## src/rtl/alu_cmd_sequencer.sv

```systemverilog
// Command sequencer for the 4-bit combinational ALU: one command in flight, settle, capture, respond.
// Optional build macro ALU_SEQ_FLAGS_EN adds registered rsp_zero / rsp_carry outputs.
`timescale 1ns/1ps
module alu_cmd_sequencer #(
    parameter int unsigned SETTLE_CYCLES = 1,
    parameter int unsigned CNT_W         = 8
) (
    input  logic             clk,
    input  logic             rst_n,
    input  logic             cmd_valid,
    output logic             cmd_ready,
    input  logic [3:0]       cmd_op,
    input  logic [3:0]       cmd_a,
    input  logic [3:0]       cmd_b,
    output logic [3:0]       alu_a,
    output logic [3:0]       alu_b,
    output logic [3:0]       alu_opcode,
    input  logic [3:0]       alu_x,
    input  logic [3:0]       alu_y,
    output logic             rsp_valid,
    input  logic             rsp_ready,
    output logic [3:0]       rsp_x,
    output logic [3:0]       rsp_y,
    output logic             rsp_err,
    output logic             busy,
    output logic [CNT_W-1:0] cmd_count
`ifdef ALU_SEQ_FLAGS_EN
    ,
    output logic             rsp_zero,
    output logic             rsp_carry
`endif
);

    localparam int unsigned NIB_W       = 4;
    localparam logic [NIB_W-1:0] OP_ADD     = 4'b0111;
    localparam logic [NIB_W-1:0] OP_SUB     = 4'b1000;
    localparam logic [NIB_W-1:0] OP_DIV     = 4'b1010;
    localparam logic [NIB_W-1:0] OP_IDLE    = 4'b1111;
    localparam logic [NIB_W-1:0] SETTLE_LD  = NIB_W'(SETTLE_CYCLES - 1);

    typedef enum logic [1:0] {IDLE, ISSUE, RESPOND} state_t;

    state_t             state_q;
    logic [NIB_W-1:0]   settle_q;
    logic [NIB_W-1:0]   alu_a_q, alu_b_q, alu_op_q;
    logic [NIB_W-1:0]   rsp_x_q, rsp_y_q;
    logic               rsp_valid_q, rsp_err_q;
    logic [CNT_W-1:0]   cnt_q;

    // Result qualification applied at the capture edge
    logic               div_zero;
    logic [NIB_W-1:0]   cap_x, cap_y;
    assign div_zero = (alu_op_q == OP_DIV) && (alu_b_q == '0);
    assign cap_x    = div_zero ? '0 : alu_x;
    assign cap_y    = (div_zero || (alu_op_q < OP_ADD)) ? '0 : alu_y;

`ifdef ALU_SEQ_FLAGS_EN
    logic rsp_zero_q, rsp_carry_q;
    logic cap_carry;
    assign cap_carry = ((alu_op_q == OP_ADD) && alu_y[0]) || ((alu_op_q == OP_SUB) && alu_y[3]);
`endif

    always_ff @(posedge clk or negedge rst_n) begin
        if (!rst_n) begin
            state_q     <= IDLE;
            settle_q    <= '0;
            alu_a_q     <= '0;
            alu_b_q     <= '0;
            alu_op_q    <= OP_IDLE;
            rsp_x_q     <= '0;
            rsp_y_q     <= '0;
            rsp_valid_q <= 1'b0;
            rsp_err_q   <= 1'b0;
            cnt_q       <= '0;
`ifdef ALU_SEQ_FLAGS_EN
            rsp_zero_q  <= 1'b0;
            rsp_carry_q <= 1'b0;
`endif
        end else begin
            case (state_q)
                IDLE: begin
                    if (cmd_valid) begin
                        if (cmd_op <= OP_DIV) begin
                            alu_a_q  <= cmd_a;
                            alu_b_q  <= cmd_b;
                            alu_op_q <= cmd_op;
                            settle_q <= SETTLE_LD;
                            state_q  <= ISSUE;
                        end else begin
                            // Illegal opcode: skip the ALU entirely and report an error
                            rsp_x_q     <= '0;
                            rsp_y_q     <= '0;
                            rsp_err_q   <= 1'b1;
                            rsp_valid_q <= 1'b1;
`ifdef ALU_SEQ_FLAGS_EN
                            rsp_zero_q  <= 1'b0;
                            rsp_carry_q <= 1'b0;
`endif
                            state_q     <= RESPOND;
                        end
                    end
                end
                ISSUE: begin
                    if (settle_q == '0) begin
                        rsp_x_q     <= cap_x;
                        rsp_y_q     <= cap_y;
                        rsp_err_q   <= div_zero;
                        rsp_valid_q <= 1'b1;
`ifdef ALU_SEQ_FLAGS_EN
                        rsp_zero_q  <= ({cap_y, cap_x} == '0) && !div_zero;
                        rsp_carry_q <= cap_carry && !div_zero;
`endif
                        state_q     <= RESPOND;
                    end else begin
                        settle_q <= settle_q - NIB_W'(1);
                    end
                end
                RESPOND: begin
                    if (rsp_ready) begin
                        rsp_valid_q <= 1'b0;
                        cnt_q       <= cnt_q + CNT_W'(1);
                        state_q     <= IDLE;
                    end
                end
                default: state_q <= IDLE;
            endcase
        end
    end

    assign cmd_ready  = (state_q == IDLE);
    assign busy       = (state_q != IDLE);
    assign alu_a      = alu_a_q;
    assign alu_b      = alu_b_q;
    assign alu_opcode = alu_op_q;
    assign rsp_valid  = rsp_valid_q;
    assign rsp_x      = rsp_x_q;
    assign rsp_y      = rsp_y_q;
    assign rsp_err    = rsp_err_q;
    assign cmd_count  = cnt_q;
`ifdef ALU_SEQ_FLAGS_EN
    assign rsp_zero   = rsp_zero_q;
    assign rsp_carry  = rsp_carry_q;
`endif

endmodule

```

## config.mk

```make
export PLATFORM = sky130hd
export DESIGN_NAME = alu_cmd_sequencer
export DESIGN_NICKNAME = d
export VERILOG_FILES = /design/src/rtl/alu_cmd_sequencer.sv
export SDC_FILE = /design/constraint.sdc
export NUM_CORES = 1
export LEC_CHECK = 0
export ABC_AREA = 1
export BUFFER_PORTS_ARGS = -buffer_cell sky130_fd_sc_hd__buf_2
export CAP_MARGIN = 20
export CORE_MARGIN = 5
export CORE_UTILIZATION = 49
export CTS_CLUSTER_SIZE = 12
export DETAILED_ROUTE_END_ITERATION = 16
export GPL_ROUTABILITY_DRIVEN = 0
export HOLD_SLACK_MARGIN = 0.05
export PLACE_DENSITY = 0.78
export SYNTH_ARGS = -nofsm -noshare
export SYNTH_HDL_FRONTEND = slang
export SYNTH_SLANG_ARGS = --single-unit
```

## constraint.sdc

```tcl
create_clock -name clk -period 1.7 [get_ports clk]
set_input_delay 0 -clock clk [delete_from_list [all_inputs] [get_ports clk]]
set_output_delay 0 -clock clk [all_outputs]
set_load 0.05 [all_outputs]
```

; ---- After elaboration in Yosys (flattened, before gate mapping)
; Index checks and enable logic that the tools add are counted.
[op_classes]
n_mux = 24
n_lt_le_gt_ge = 2
addsub = 2
n_reduce_logical = 14
eq_ne = 9
[op_table]
columns = cell, count
row1 = 2-to-1 mux 4 bit, 9
row2 = case mux 4 bit (2 select lines), 3
row3 = "inequality test 2 bit, second input constant", 5
row4 = "adder 8 x 1 -> 8 bit, second input constant", 1
row5 = logical NOT 4 bit, 2
row6 = 2-to-1 mux 2 bit, 4
row7 = AND reduction 4 bit, 2
row8 = case mux 2 bit (3 select lines), 1
row9 = AND reduction 3 bit, 2
row10 = 2-to-1 mux 1 bit, 5
row11 = AND reduction 5 bit, 1
row12 = "== test 4 bit, second input constant", 1
row13 = "less-or-equal comparator 4 bit, second input constant", 1
row14 = "< comparator 4 x 3 -> 1 bit, second input constant", 1
row15 = nonzero test 2 bit, 2
row16 = "subtractor 4 x 1 -> 4 bit, second input constant", 1
row17 = case mux 1 bit (3 select lines), 1
row18 = nonzero test 3 bit, 1
row19 = "== test 2 x 1 -> 1 bit, second input constant", 1
row20 = "== test 2 bit, second input constant", 1
row21 = logical NOT 2 bit, 1
row22 = "inequality test 2 x 1 -> 1 bit, second input constant", 1
row23 = case mux 1 bit (2 select lines), 1
row24 = AND reduction 2 bit, 1
row25 = 2 further kinds, 2
[totals]
regBits = 36
output_inout_bits = 32

; ---- Longest topological paths before layout
[depth]
ltp_word = 6
mapped_depth = 8
depth_no_buf = 7

; ---- Worst setup path before layout
; No wires, ideal clock.
[synth_path]
path_type = reg-to-reg
start = register state_q[0]
end = register state_q[1]
stages_incl_launch_ff = 8
slack_ns = 0.198
synth_period_minus_slack_ns = 1.502
arrival_time_ns = 1.377
setup_ns = 0.125
required_ns = 1.575
path_cell_list = dfrtp_1 > inv_1 > nand2_4 > inv_2 > nand2_1 > nand3_1 > buf_4 > o31ai_1
[synth_via]
elab_chain_len = 3
[synth_lines]
columns = item, line
row1 = "start, declared", 43  ; state_t state_q;
row2 = "start signal, assigned", 65  ; state_q <= IDLE;
row3 = "start signal, assigned", 88  ; state_q <= ISSUE;
row4 = "start signal, assigned", 99  ; state_q <= RESPOND;
row5 = logical NOT 2 bit *, n/a
row6 = named net cmd_ready, 11  ; output logic cmd_ready,
row7 = inequality test 2 bit (no line), n/a
row8 = AND reduction 3 bit (no line), n/a
; The timed path passes the listed nets; every way through them passes the cells marked *.
; A chain may end at the register's enable or synchronous reset.

; ---- Worst setup path after layout
[layout_path]
start = register state_q[0]
end = register cnt_q[5], in the netlist cmd_count[5]
[layout_via]
elab_chain_len = 2
[layout_lines]
columns = item, line
row1 = == test 2 bit, 80  ; case (state_q)
row2 = AND reduction 2 bit (no line), n/a
row3 = "end signal, assigned", 121  ; cnt_q <= cnt_q + CNT_W'(1);
row4 = "end, declared", 48  ; logic [CNT_W-1:0] cnt_q;
; Every way passes these cells.

==> metrics.txt <==
ANT cells 0; crit path launch state_q[0]; slew margin rel. 46.0%; dominant synthesized flop cell dfrtp_1; clock tree root driver cell clkbuf_4; clock share of power 9.7%; DR DRC count 0; R2R cell count 6; CP Capture Point cmd_count[5]; Peak Freq 667 MHz; WL final 3.91 mm; largest net degree at the start of global routing 37; max-cap viol count 0; Core Region 3310 sq um; Yosys top cell by area dfrtp_1; first-pass GRT wire length 6.25 mm; WP data arrival 1.73 ns; Setup-failing EPs final 0; CP Class register to register; layout cell share with drive strength beyond 1 29.3%; synth unique cells 21; hold_ws 0.0945 ns; CP max stage delay 0.41 ns; post-route ant nets 0; FP Rows 21; R2R setup slack 0.20 ns; Yosys reg bits 36; sequential share of power 32.0%; Crit. End Element register; H-tree Lvls 2; period utilization 88.2%; Psw 0.00261 W; DIE AREA 4690 sq um; CP cell instances inv_1, nand3_1, nor2_1, nand2_1, xor2_1, inv_1; logic gate share of total power 58.3%; Setup TNS Final 0 ns; final hold viol count 0; Worst Tran Pin Value 0.810 ns; Final nets 299; Sw Share 54.6%; # IOs 56; most frequent CP cell inv_1; Setup Buffers After CTS 0; Chip Height 68.5 um; post-synthesis async set-or-reset flop share 100%; Overall Global Routing Usage 18.0%; DP HPWL 2.74 mm; top-count cell post-synth nand2_1; CP max FO 4; maximum VDD drop 1080 uV; Post-Syn Area 1670 sq um; Setup Skew 0.00603 ns; RSZ-0062 raised after global routing false; slowest CP cell dfrtp_1; sequential cell area fraction in the yosys report 54.1%; PortBufs 55; vias in the first global route 1,485; CP Depth 6; Mapped Nets 214; CP top delay family simple AND/OR/NAND/NOR gates; routed vias/inst 4.79; Internal 0.00217 W; insertion delay to the later sink of the worst-skew pair 0.33 ns; total gr overflow 0; synth top area cells dfrtp_1 (48%), nand2_1 (13%), nand3_1 (6.9%); number of synthesized flops with an enable pin 0; leak pwr 1.25 nW; top cell type's share of synthesized area 47.8%; CTS tree built; Final Max Slew Viols 0; Clock transition at path regs 0.10 ns; RR Startpoint state_q[0]; worst path bufs/invs 2; min Tclk post-route 1.50 ns; R2R Path End cmd_count[5]; outcome completed; clock tree sinks 36; Routed wire per std cell 12.3 um; Die X-Extent 68.5 um; post-synthesis cell count 187; Max Buffers Root-to-Sink 2; Ys Warns 0; Num CTS Buffers 5; Pwr Density 2080 nW/um^2; number of iterations in the first detailed-routing pass 4; crit start category register; data required time at the worst endpoint 1.94 ns; initial antenna violation count 0; starting DRC count in detailed routing 83; P&R area growth vs syn 37.3%; routed vias 1,528; HP Class primary input to register; starting density of the core 50.6%; commonest cells in the netlist nand2_1 (58), dfrtp_1 (32), nand3_1 (23), inv_1 (14), nor2_1 (13); synthesized area per cell 8.95 sq um
cell type report:
class | count | area [sq um]
clock buffers | 8 | 58.8
well taps | 46 | 57.6
flip-flops and latches | 36 | 906
multi-input cells | 132 | 691
inverters | 16 | 60.1
repair buffers | 81 | 526
fillers | 273 | 1010
power by group through the flow:
stage / registers (W) / logic [W] / clock network [W]
floorplan: 0.00262 / 0.00102 / 0
global placement: 0.00153 / 0.00270 / 0
detailed placement: 0.00154 / 0.00275 / 0
CTS: 0.00153 / 0.00280 / 0.000478
global route: 0.00158 / 0.00303 / 0.000503
finish: 0.00153 / 0.00279 / 0.000464
routing by layer:
layer	wire length (um)	track usage [%]	vias up
li1	-	-	779
met1	1690	20.0	700
met2	1940	32.4	40
met3	223	4.27	9
met4	61	7.44	0
met5	0	0	-
cell families (layout without fill, tap and decap cells):
| kind of cell | Yosys count | in the layout | share of synthesized area [%] |
|---|---|---|---|
| xor+xnor | 8 | 8 | 4.18 |
| buf+inv | 19 | 105 | 4.93 |
| mux | 1 | 1 | 0.673 |
| fa+ha+maj | 3 | 3 | 2.24 |
| simple gates | 109 | 109 | 30.2 |
| compound gates | 11 | 11 | 3.66 |
| flops | 36 | 36 | 54.1 |
stage by stage:
stage	cells	worst slack (ns)	util, %	power, W	instance area (sq um)
2_1_floorplan	187	0.198	-	0.00365	1670
3_3_place_gp	289	0.259	60.8	0.00424	2010
3_5_place_dp	289	0.194	60.8	0.00429	2010
4_1_cts	319	0.173	69.3	0.00480	2290
5_1_grt	319	0.0598	69.4	0.00511	2300
6_report	319	0.201	69.4	0.00478	2300
registers in the layout (all words and copies together), names as in the netlist, 2 cells and up:
register,cells
alu_a,4
alu_b,4
alu_opcode,4
cmd_count,8
rsp_x,4
rsp_y,4
settle_q,4
state_q,2
cells in the final DEF (no fill, tap or decap):
cell type and count:
nand3_1 22, a21oi_2 1, clkbuf_1 2, dlygate4sd3_1 22, dfstp_2 4, mux2_2 1, clkbuf_8 1, nand3_2 1
a21oi_1 5, xnor2_1 4, inv_2 2, buf_2 55, buf_4 4, nand2_1 58, o21ai_0 4, ha_1 3
nand2_4 3, dfrtp_1 32, nor2_1 13, nand4_1 9, inv_1 14, nor2_4 3, xor2_1 4, o31ai_1 1
clkbuf_4 5
timing repair:
| item | 4_1_cts | 5_1_grt |
|---|---|---|
| hold endpoints to repair | 54 | 0 |
| endpoints found under the setup margin | 0 | 1 |
| hold buffers | 22 | 0 |
| gates resized for setup | 0 | 1 |
worst register-to-register path, stage by stage (launching register included):
cell and delay [ns]:
dfrtp_1 0.41, inv_1 0.18, nand3_1 0.20, nor2_1 0.28, nand2_1 0.13, xor2_1 0.15
inv_1 0.05
worst min-delay path by stage:
| stage | start | endpoint | slack (ns) | cells past startpoint |
|---|---|---|---|---|
| after floorplan | rst_n | alu_a[0] | -0.30 | 0 |
| after global placement | rst_n | cmd_count[5] | 0.12 | 1 |
| after detailed placement | rst_n | cmd_count[4] | 0.13 | 1 |
| after CTS | cmd_valid | rsp_err | 0.09 | 5 |
| after global routing | cmd_valid | rsp_err | 0.15 | 5 |
| final | cmd_valid | rsp_err | 0.09 | 5 |
No activity file was read; power rests on OpenSTA's default activity.
